===== config.mk =====
export PLATFORM = sky130hd
export DESIGN_NAME = design_select_ctrl_flat
export DESIGN_NICKNAME = d
export VERILOG_FILES = /design/src/rtl/design_select_ctrl_if.sv /design/src/rtl/design_select_ctrl.sv /design/src/flat_wrapper.sv
export SDC_FILE = /design/constraint.sdc
export NUM_CORES = 1
export LEC_CHECK = 0
export CAP_MARGIN = 20
export CORE_MARGIN = 4
export CORE_UTILIZATION = 38
export DETAILED_ROUTE_END_ITERATION = 6
export GPL_TIMING_DRIVEN = 0
export PLACE_DENSITY = 0.78
export SETUP_SLACK_MARGIN = 0.15
export SLEW_MARGIN = 20
export SYNTH_ARGS = -nofsm -noshare
export SYNTH_HDL_FRONTEND = slang
export SYNTH_SLANG_ARGS = --single-unit

===== constraint.sdc =====
create_clock -name clock -period 2.6 [get_ports clock]
set_input_delay 0.78 -clock clock [delete_from_list [all_inputs] [get_ports clock]]
set_output_delay 0.78 -clock clock [all_outputs]
set_load 0.05 [all_outputs]

===== src/rtl/design_select_ctrl_if.sv =====
// -----------------------------------------------------------------------------
// design_select_ctrl_if
// Purpose : groups the control pins, the pad I/O and the per-design wrapper
//           signals handled by design_select_ctrl.
// Signals : des_sel[5:0], hold_reset, sync_inputs, io_in[11:0] (pad side in)
//           des_io_out[NUM_DESIGNS*12-1:0]                    (designs -> ctrl)
//           des_io_in[11:0], des_reset[NUM_DESIGNS-1:0]       (ctrl -> designs)
//           io_out[11:0], des_active, active_idx[5:0]         (ctrl -> pads)
// Modports: master = environment driving the pins and design outputs
//           slave  = the controller
// -----------------------------------------------------------------------------
interface design_select_ctrl_if #(
  parameter int NUM_DESIGNS = 8
);
  logic [5:0]                  des_sel;
  logic                        hold_reset;
  logic                        sync_inputs;
  logic [11:0]                 io_in;
  logic [NUM_DESIGNS*12-1:0]   des_io_out;
  logic [11:0]                 des_io_in;
  logic [NUM_DESIGNS-1:0]      des_reset;
  logic [11:0]                 io_out;
  logic                        des_active;
  logic [5:0]                  active_idx;

  modport master (
    output des_sel, hold_reset, sync_inputs, io_in, des_io_out,
    input  des_io_in, des_reset, io_out, des_active, active_idx
  );

  modport slave (
    input  des_sel, hold_reset, sync_inputs, io_in, des_io_out,
    output des_io_in, des_reset, io_out, des_active, active_idx
  );
endinterface


===== src/rtl/design_select_ctrl.sv =====
// -----------------------------------------------------------------------------
// design_select_ctrl
// Purpose : shares the 12-in/12-out user pads among NUM_DESIGNS designs.
//           Synchronizes des_sel/hold_reset, debounces select changes, holds
//           the newly selected design in reset, then connects it to the pads.
// Ports   : clock, reset (async, active-high)
//           bus (design_select_ctrl_if.slave) - pins, pads, design wrappers
// -----------------------------------------------------------------------------
module design_select_ctrl #(
  parameter int NUM_DESIGNS   = 8,
  parameter int STABLE_CYCLES = 4,
  parameter int RESET_CYCLES  = 8
) (
  input  logic                 clock,
  input  logic                 reset,
  design_select_ctrl_if.slave  bus
);

  localparam int CNT_MAX = (STABLE_CYCLES > RESET_CYCLES) ? STABLE_CYCLES : RESET_CYCLES;
  localparam int CNT_W   = $clog2(CNT_MAX + 1);

  typedef enum logic [1:0] {
    S_IDLE,
    S_SETTLE,
    S_RESET_DES,
    S_RUN
  } state_t;

  // Synchronizers
  logic [5:0]             r_sel_s1, r_sel_s;
  logic                   r_hold_s1, r_hold_s;
  logic [11:0]            r_io_s1, r_io_s2;

  // Control state
  state_t                 r_state, w_state_nxt;
  logic [5:0]             r_cand, w_cand_nxt;
  logic [CNT_W-1:0]       r_cnt, w_cnt_nxt;
  logic [5:0]             r_active_idx, w_idx_nxt;
  logic [NUM_DESIGNS-1:0] r_des_reset, w_des_reset_nxt;

  logic                   w_sel_ok;
  logic [11:0]            w_slice;

  // NOTE: sequential state uses non-blocking assignments so every flop samples
  // the pre-edge values of the others, regardless of statement order.
  always_ff @(posedge clock or posedge reset) begin
    if (reset) begin
      r_sel_s1     <= '0;
      r_sel_s      <= '0;
      r_hold_s1    <= 1'b0;
      r_hold_s     <= 1'b0;
      r_io_s1      <= '0;
      r_io_s2      <= '0;
      r_state      <= S_IDLE;
      r_cand       <= '0;
      r_cnt        <= '0;
      r_active_idx <= '0;
      r_des_reset  <= '1;
    end else begin
      r_sel_s1     <= bus.des_sel;
      r_sel_s      <= r_sel_s1;
      r_hold_s1    <= bus.hold_reset;
      r_hold_s     <= r_hold_s1;
      r_io_s1      <= bus.io_in;
      r_io_s2      <= r_io_s1;
      r_state      <= w_state_nxt;
      r_cand       <= w_cand_nxt;
      r_cnt        <= w_cnt_nxt;
      r_active_idx <= w_idx_nxt;
      r_des_reset  <= w_des_reset_nxt;
    end
  end

  assign w_sel_ok = ({1'b0, r_sel_s} < 7'(NUM_DESIGNS));

  // NOTE: every output of this block gets a default first, so no path through
  // the case statement can leave a variable unassigned and infer a latch.
  always_comb begin
    w_state_nxt = r_state;
    w_cand_nxt  = r_cand;
    w_cnt_nxt   = r_cnt;
    w_idx_nxt   = r_active_idx;

    unique case (r_state)
      S_IDLE: begin
        // Out-of-range selects park here until the pins change.
        if (w_sel_ok) begin
          w_cand_nxt  = r_sel_s;
          w_cnt_nxt   = '0;
          w_state_nxt = S_SETTLE;
        end
      end
      S_SETTLE: begin
        if (r_sel_s != r_cand) begin
          // Any glitch restarts the debounce window on the new value.
          w_cand_nxt  = r_sel_s;
          w_cnt_nxt   = '0;
          w_state_nxt = w_sel_ok ? S_SETTLE : S_IDLE;
        end else if (r_cnt == CNT_W'(STABLE_CYCLES - 1)) begin
          w_idx_nxt   = r_cand;
          w_cnt_nxt   = '0;
          w_state_nxt = S_RESET_DES;
        end else begin
          w_cnt_nxt   = r_cnt + CNT_W'(1);
        end
      end
      S_RESET_DES: begin
        if (r_hold_s) begin
          w_cnt_nxt   = '0;
        end else if (r_cnt == CNT_W'(RESET_CYCLES - 1)) begin
          w_cnt_nxt   = '0;
          w_state_nxt = S_RUN;
        end else begin
          w_cnt_nxt   = r_cnt + CNT_W'(1);
        end
      end
      S_RUN: begin
        // A select change takes priority over hold_reset.
        if (r_sel_s != r_active_idx) begin
          w_cand_nxt  = r_sel_s;
          w_cnt_nxt   = '0;
          w_state_nxt = w_sel_ok ? S_SETTLE : S_IDLE;
        end else if (r_hold_s) begin
          w_cnt_nxt   = '0;
          w_state_nxt = S_RESET_DES;
        end
      end
      default: w_state_nxt = S_IDLE;
    endcase
  end

  // des_reset is registered from the next state, so the selected design's
  // reset drops on the same edge that enters RUN and at most one bit is low.
  always_comb begin
    w_des_reset_nxt = '1;
    for (int k = 0; k < NUM_DESIGNS; k++) begin
      if (w_state_nxt == S_RUN && w_idx_nxt == 6'(k)) w_des_reset_nxt[k] = 1'b0;
    end
  end

  // Output mux written as a compare loop so an index never reaches past the
  // des_io_out vector.
  always_comb begin
    w_slice = '0;
    for (int k = 0; k < NUM_DESIGNS; k++) begin
      if (r_active_idx == 6'(k)) w_slice = bus.des_io_out[k*12 +: 12];
    end
  end

  assign bus.io_out     = (r_state == S_RUN) ? w_slice : 12'h000;
  assign bus.des_active = (r_state == S_RUN);
  assign bus.active_idx = r_active_idx;
  assign bus.des_reset  = r_des_reset;
  // sync_inputs is a static strap, used directly.
  assign bus.des_io_in  = bus.sync_inputs ? r_io_s2 : bus.io_in;

endmodule


===== src/flat_wrapper.sv =====
// flat-port wrapper written by rule: the top's interface ports become plain ports
module design_select_ctrl_flat 
#(
  parameter int NUM_DESIGNS   = 8,
  parameter int STABLE_CYCLES = 4,
  parameter int RESET_CYCLES  = 8
)
  (clock, reset, bus_des_sel, bus_hold_reset, bus_sync_inputs, bus_io_in, bus_des_io_out, bus_des_io_in, bus_des_reset, bus_io_out, bus_des_active, bus_active_idx);
  design_select_ctrl_if #(.NUM_DESIGNS(NUM_DESIGNS)) bus_i ();
  input  logic clock;
  input  logic reset;
  input wire logic [$bits(bus_i.des_sel)-1:0] bus_des_sel;
  input wire logic [$bits(bus_i.hold_reset)-1:0] bus_hold_reset;
  input wire logic [$bits(bus_i.sync_inputs)-1:0] bus_sync_inputs;
  input wire logic [$bits(bus_i.io_in)-1:0] bus_io_in;
  input wire logic [$bits(bus_i.des_io_out)-1:0] bus_des_io_out;
  output wire logic [$bits(bus_i.des_io_in)-1:0] bus_des_io_in;
  output wire logic [$bits(bus_i.des_reset)-1:0] bus_des_reset;
  output wire logic [$bits(bus_i.io_out)-1:0] bus_io_out;
  output wire logic [$bits(bus_i.des_active)-1:0] bus_des_active;
  output wire logic [$bits(bus_i.active_idx)-1:0] bus_active_idx;
  assign bus_i.des_sel = bus_des_sel;
  assign bus_i.hold_reset = bus_hold_reset;
  assign bus_i.sync_inputs = bus_sync_inputs;
  assign bus_i.io_in = bus_io_in;
  assign bus_i.des_io_out = bus_des_io_out;
  assign bus_des_io_in = bus_i.des_io_in;
  assign bus_des_reset = bus_i.des_reset;
  assign bus_io_out = bus_i.io_out;
  assign bus_des_active = bus_i.des_active;
  assign bus_active_idx = bus_i.active_idx;
  design_select_ctrl #(.NUM_DESIGNS(NUM_DESIGNS), .STABLE_CYCLES(STABLE_CYCLES), .RESET_CYCLES(RESET_CYCLES)) u_core (.clock(clock), .reset(reset), .bus(bus_i));
endmodule

==> summary.md, run 1 <==
| Metric | Value |
|---|---|
| Max Freq | 342 MHz |
| Final worst slack | -0.325 ns |
| # IOs | 157 |
| Max VDD drop | 0.387 mV |
| Final Util | 66.1% |
| Top_reg_cell synth | dfrtp_1 |
| Crit path kind | input pin to output port |
| Fill cells | 668 |
| Slew @ Worst Pin | 0.508 ns |
| TritonCTS clock tree | done |
| RD Place Congestion | 0.909 |
| Worst skew pair latency | around 0.34 ns |
| Footprint of the multi-input gates | roughly 1900 µm² |
| Seq. cell area | 1620 µm² |
| Setup repair after global routing missed its margin | yes |
| WP data arrival | 2.14 ns |
| Post-synth top area share | 41.6% |
| Max-slew violations | 0 |
| Largest net degree at the start of global routing | 36 |
| Final Cycle Share | 112% |
| Initial DRT Pass Iterations | 4 |
| Root buffer cell | clkbuf_8 |
| Area delta synth->final | 70.2% |
| Final Hold Viols | 0 |
| Drt total wl | ~11000 µm |
| Total Routing Usage GR | 20.6% |
| Post-synthesis cell type count | 47 |
| Max clock buf depth | 2 |
| Skew final | approximately 0.011 ns |
| Post-Syn Area per Cell | roughly 12 µm² |
| CTS Buf Count | 9 |
| Initial Utilization | 38.8% |
| Fin nets | roughly 600 |
| Element type at the critical path start | input pin |
| Port Buffers | about 160 |
| Rows | 34 |
| Fraction of registers with async set/reset | 100% |
| Critical path cell sequence | buf_6 -> mux4_2 -> a22o_1 -> mux2_4 -> o21a_4 -> buf_8 |
| Die area | 10400 µm² |
| Crit path largest cell delay | around 0.46 ns |
| Worst-path maximum fanout | 1 |
| Sequential area share after synthesis | 47.8% |
| Top post-synthesis cells by area | dfrtp_1 (42%), mux4_2 (8.0%), mux2_2 (6.7%) |
| H-tree Lvls | 3 |
| First-pass GRT wire length | between 15000 and 20000 µm |
| Vias per cell | 5.23 |
| Seq cells post-synth | 64 |
| Yosys warns | 0 |
| # clock sinks | 64 |
| ANT nets after route | 0 |
| LEAKAGE | 2.43 nW |
| Place WS | -1.19 ns |
| DR iter-0 viols | 180 |
| Slowest CP cell | mux4_2 |
| Drt drc | 0 |
| Status | finished, violations left |
| Data required time of the worst path | 1.82 ns |
| Vias | 3015 |
| Core area | slightly below 9000 µm² |
| Slew HR | 66.1% |
| Post-synth EDFFs | 0 |
| Worst-case hold slack | around 0.34 ns |
| Crit. End Element | output port |
| Yosys top cell by area | dfrtp_1 |
| Clock slew at reported path FFs | 0.07 ns |
| HPWL after detailed placement | 8210 µm |
| Pwr/cell area | roughly 590 nW/µm² |
| Syn nets | 401 |
| Total grt overflow | 0 |
| Synthesized area | 3370 µm² |
| Routed WL per cell | 18.6 µm |
| Initial antenna violation count | 1 |
| Die X | 102 µm |
| Synth Instances | between 200 and 300 |
| Clock period minus worst slack | 2.92 ns |
| Hold Path Class | register to register |
| Final setup viols | 12 |
| Chip height | roughly 100 µm |
| Share of cells above drive strength 1 | between 30 and 40% |
| Vias in the first global route | 3239 |
| Failing checks | negative setup slack |
| Max-cap violations | 0 |
==> path summary, 6_finish.rpt <==
path                                                     from                                 end  slack (ns)  cells past startpoint
min in group asynchronous                               reset        u_core.r_cand[2]$_DFFE_PP0P_        0.78                      2
max in group asynchronous                               reset  u_core.bus.active_idx[4]$_DFF_PP0_        1.31                      3
setup reg to reg           u_core.bus.active_idx[4]$_DFF_PP0_   u_core.bus.des_reset[5]$_DFF_PP1_        0.35                      8
hold reg to reg                  u_core.r_sel_s1[3]$_DFF_PP0_         u_core.r_sel_s[3]$_DFF_PP0_        0.34                      0
setup / recovery                           bus_des_io_out[46]                      bus_io_out[10]       -0.32                      6
hold / removal                   u_core.r_sel_s1[3]$_DFF_PP0_         u_core.r_sel_s[3]$_DFF_PP0_        0.34                      0
==> flip-flops by register name (all words and copies together) (netlist names) <==
name and flops:
u_core.r_cand 6, u_core.r_io_s1 12, u_core.r_sel_s 6, u_core.r_cnt 4
u_core.r_state 2, u_core.bus.des_reset 8, u_core.bus.active_idx 6, u_core.r_hold_s1 1
u_core.r_sel_s1 6, u_core.r_hold_s 1, u_core.r_io_s2 12
==> where the power goes <==
part           internal [mW]  switching (mW)
Combinational          0.684           0.628
Sequential              1.10           0.132
Clock                  0.468           0.352
==> Yosys cell counts, types with 5 or more instances <==
master    number
xor2_1         6
nand4_1        6
mux2_4         6
dfstp_2        8
nand3_1        6
ha_1           5
clkbuf_1       6
mux2i_1       12
dfrtp_1       56
xnor2_1        6
nor2_1        10
inv_1          7
a22oi_1       11
nor3_1         7
mux2_2        20
mux4_2        12
and2_1         7
buf_2          5
a21oi_1        7
nand2_1       19
o211ai_1       9
==> critical path: cells and delay by family <==
family	cells	cell delay, ns
muxes	2	0.73
AOI/OAI and AO/OA	2	0.41
buffers and inverters	2	0.23
==> cell families after synthesis <==
group,Yosys count,share of synthesized area [%]
compound gates,51,11.3
xor+xnor,12,3.12
fa+ha+maj,5,1.86
buf+inv,20,2.64
flops,64,47.8
mux,50,21.0
simple gates,76,12.3
==> per-layer routing <==
layer	track usage, %	vias up	part of all wire [%]
li1	-	1409	-
met1	22.0	1440	35
met2	37.8	141	51
met3	6.76	25	12
met4	7.47	0	2.5
met5	0	-	0
==> per-stage QoR <==
step                cells  power [mW]  cell area, µm²  setup TNS [ns]
global placement      542        2.46            5210          -64.44
detailed placement    543        2.49            5230          -22.81
CTS                   568        3.34            5600           -3.60
floorplan             278        2.06            3510         -0.0892
global route          577        3.55            5730           -3.88
finish                577        3.37            5730           -2.95
==> layout make-up <==
class | instances | share of cell area [%]
diodes | 1 | 0.0436
plain buffers | 13 | 2.84
clock buffers | 13 | 2.60
clock inverters | 3 | 0.742
inverters | 7 | 0.502
multi-input cells | 194 | 32.4
flip-flops and latches | 64 | 28.2
well taps | 108 | 2.36
repair buffers | 174 | 30.3
==> what timing repair did <==
action	in CTS	in global routing
gates cloned	1	0
hold buffers	0	0
setup buffers	8	8
pin swaps	27	20
endpoints found under the hold margin	0	0
setup endpoints to repair	30	40
resized for setup	270	26
==> layout by cell type (no fill, tap or decap), types with 11 or more instances in the layout <==
cell             count
buf_8               14
mux4_2              12
nand2_1             18
clkdlybuf4s50_1     69
a22oi_2             11
buf_4               18
buf_6               16
mux2_2              18
dlygate4sd2_1       49
dfrtp_1             50
mux2i_1             12
clkbuf_8            13
(Power assumes the default switching activity.)
==> run 2, diff against run 1 <==
--- a/config.mk
+++ b/config.mk
@@ -12,7 +12,7 @@
 export GPL_TIMING_DRIVEN = 0
 export PLACE_DENSITY = 0.78
 export SETUP_SLACK_MARGIN = 0.15
-export SLEW_MARGIN = 20
+export SLEW_MARGIN = 30
 export SYNTH_ARGS = -nofsm -noshare
 export SYNTH_HDL_FRONTEND = slang
 export SYNTH_SLANG_ARGS = --single-unit
==> results of run 2 <==
Final layout, timing and power as in run 1 (identical DEF).
==> run 3, diff against run 2 <==
--- a/config.mk
+++ b/config.mk
@@ -6,11 +6,10 @@
 export NUM_CORES = 1
 export LEC_CHECK = 0
 export CAP_MARGIN = 20
-export CORE_MARGIN = 4
 export CORE_UTILIZATION = 38
 export DETAILED_ROUTE_END_ITERATION = 6
-export GPL_TIMING_DRIVEN = 0
 export PLACE_DENSITY = 0.78
+export RECOVER_POWER = 100
 export SETUP_SLACK_MARGIN = 0.15
 export SLEW_MARGIN = 30
 export SYNTH_ARGS = -nofsm -noshare
==> summary.md, run 3 (synthesis gave the netlist of run 1 again) <==
| Metric | Value |
|---|---|
| Slew @ Worst Pin | 1.48 ns (+0.974 ns) |
| Met2 Use GR | 43.3% (+5.5 points) |
| # clock sinks | 64 (unchanged) |
| Max clock buf depth | 2 (unchanged) |
| Core area | 8380 µm² (-3.4%) |
| Initial antenna violation count | 0 (-1) |
| Worst Hold Launch | u_core.r_io_s1[8]$_DFF_PP0_ |
| Crit path largest cell delay | 0.48 ns (+0.02 ns) |
| Crit path kind | input pin to output port |
| DR iter-0 viols | 110 (-39%) |
| Final worst slack | -0.344 ns (-0.0191 ns) |
| HPWL after detailed placement | 7880 µm (-4.0%) |
| LEAKAGE | 2.47 nW (+2.0%) |
| Vias | 3175 (+5.3%) |
| Root buffer cell | clkbuf_8 |
| Slew HR | 1.18% (-65 points) |
| Die area | 9240 µm² (-11%) |
| Area delta synth->final | 78.6% |
| Critical path cell sequence | buf_6 -> mux4_2 -> a22o_1 -> mux2_4 -> o21a_4 -> buf_8 |
| Drt drc | 0 (unchanged) |
| Non-filler instance count after layout | 582 (+0.87%) |
| First-pass GRT wire length | 16300 µm (+0.17%) |
| Top Usage Layer GRT | met2 |
| Placed Instances | 549 (+1.1%) |
| Flop2flop setup slack | -0.02 ns (-0.37 ns) |
| Vias in the first global route | 3374 (+4.2%) |
| Pwr/cell area | 587 nW/µm² (about the same) |
| Max VDD drop | 0.494 mV (+28%) |
| Share of cells above drive strength 1 | 39.4% (+3.9 points) |
| Most frequent cells in the layout | dfrtp_1 (50), clkdlybuf4s50_1 (48), buf_6 (33) |
| Drt total wl | 11200 µm (+4.4%) |
| TNS Setup | -2.98 ns (-0.0217 ns) |
| # IOs | 157 (unchanged) |
| TritonCTS clock tree | done |
| Fin nets | 595 (+1.5%) |
| Clock slew at reported path FFs | 0.08 ns (about the same) |
| Status | finished, violations left |
| Final Hold Viols | 0 (unchanged) |
| Hold path depth | 0 (unchanged) |
| Data required time of the worst path | 1.82 ns (about the same) |
| GR Layer Usage met1 | 25.7% (+3.7 points) |
| RR Endpoint | u_core.bus.des_reset[5]$_DFF_PP1_ |
| Port Buffers | 156 (unchanged) |
| Rows | 33 (-2.9%) |
| Initial Utilization | 40.2% (+1.4 points) |
| Worst skew pair latency | 0.34 ns (about the same) |
| Chip height | 96.1 µm (-5.9%) |
| Final Cycle Share | 113% (+0.73 points) |
| Clock period minus worst slack | 2.94 ns (+0.0191 ns) |
| Slowest CP cell | mux4_2 |
| Worst-path maximum fanout | 1 (unchanged) |
| R2r worst-path depth | 11 (+3) |
| Max Freq | 340 MHz (-0.65%) |
| Skew final | 0.00846 ns (-0.00249 ns) |
| Final setup viols | 14 (+2) |
| H-tree Lvls | 3 (unchanged) |
| Crit. End Element | output port |
| Hold_buf cts | 0 (unchanged) |
| Fill cells | 569 (-15%) |
| Setup repair after global routing missed its margin | yes |
| ANT nets after route | 0 (unchanged) |
| Routed WL per cell | 19.2 µm (+3.5%) |
| Element type at the critical path start | input pin |
| Crit-path leading delay family | multiplexers |
| WP data arrival | 2.16 ns (+0.02 ns) |
| Commonest non-fill, non-tap cell in the layout | dfrtp_1 |
| Die X | 96.1 µm (-5.9%) |
| # diodes | 0 (-1) |
| Seq. cell area | 1620 µm² (unchanged) |
| RD Place Congestion | 0.846 (-6.9%) |
| Failing checks | negative setup slack |
| Footprint of the multi-input gates | 1960 µm² (+5.3%) |
| Met3 usage | 5.77% (-0.99 points) |
| CTS Buf Count | 9 (unchanged) |
| Max-cap violations | 0 (unchanged) |
| Total Routing Usage GR | 23.6% (+3.0 points) |
| Total grt overflow | 0 (unchanged) |
| FF-to-FF Start | u_core.bus.active_idx[0]$_DFF_PP0_ |
| Worst path buffer plus inverter count | 2 (unchanged) |
| Place WS | -0.717 ns (+0.469 ns) |
| Max-slew violations | 0 (unchanged) |
| Vias per cell | 5.46 (+4.4%) |
| Hold Path Class | register to register |
| Initial DRT Pass Iterations | 4 (unchanged) |
| Largest net degree at the start of global routing | 65 (+81%) |
| Worst Hold End | u_core.r_io_s2[8]$_DFF_PP0_ |
run 3: layer usage:
layer	routed length [µm]	part of all wire, %
met1	4210	38
met3	1040	9.3
met2	5640	50
met5	0	0
met4	302	2.7
run 3: per-stage QoR:
| step | util (%) | hold slack [ns] | instance area, µm² | power (mW) |
|---|---|---|---|---|
| global route | 71.8 | 0.354 | 6010 | 3.69 |
| finish | 71.8 | 0.342 | 6010 | 3.53 |
| global placement | 64.2 | 0.331 | 5380 | 2.51 |
| floorplan | - | 0.331 | 3510 | 2.06 |
| detailed placement | 64.2 | 0.335 | 5380 | 2.55 |
| CTS | 70.3 | 0.346 | 5890 | 3.47 |
run 3: how the worst max path moves through the flow:
stage / startpoint / end / cells past startpoint
2_1_floorplan: bus_des_io_out[46] / bus_io_out[10] / 4
3_3_place_gp: bus_des_io_out[46] / bus_io_out[10] / 6
3_5_place_dp: bus_des_io_out[10] / bus_io_out[10] / 6
4_1_cts: bus_des_io_out[46] / bus_io_out[10] / 6
5_1_grt: u_core.bus.active_idx[4]$_DFF_PP0_ / bus_io_out[1] / 8
6_report: bus_des_io_out[46] / bus_io_out[10] / 6
run 3: cell type report:
| class | count | share of cell area (%) |
|---|---|---|
| Tap cell | 105 | 2.18 |
| Sequential cell | 64 | 26.9 |
| Timing Repair Buffer | 196 | 34.5 |
| Inverter | 7 | 0.437 |
| Clock inverter | 6 | 1.12 |
| Clock buffer | 10 | 2.29 |
| Multi-Input combinational cell | 194 | 32.5 |
run 3: repair_timing:
| item | CTS | global route |
|---|---|---|
| setup buffers | 12 | 2 |
| cloned | 2 | 1 |
| gates resized for setup | 153 | 43 |
| setup endpoints to repair | 38 | 40 |
| pin swaps | 27 | 22 |
run 3: worst reg2reg max path, stage by stage, from the launching register on:
cell and delay (ns):
dfrtp_2 0.45, clkbuf_1 0.16, buf_16 0.15, buf_6 0.12
buf_6 0.12, xor2_2 0.18, nor4_4 0.25, nand4_1 0.17
nor4bb_4 0.20, a211oi_1 0.33, buf_4 0.23, o2111ai_2 0.14
run 3: power by group:
group          internal, mW  leakage [nW]  switching [mW]  total, mW
clock                 0.472        0.0989           0.397      0.868
combinational         0.735          1.62           0.695       1.43
sequential             1.10         0.751           0.130       1.23
total                  2.31          2.47            1.22       3.53
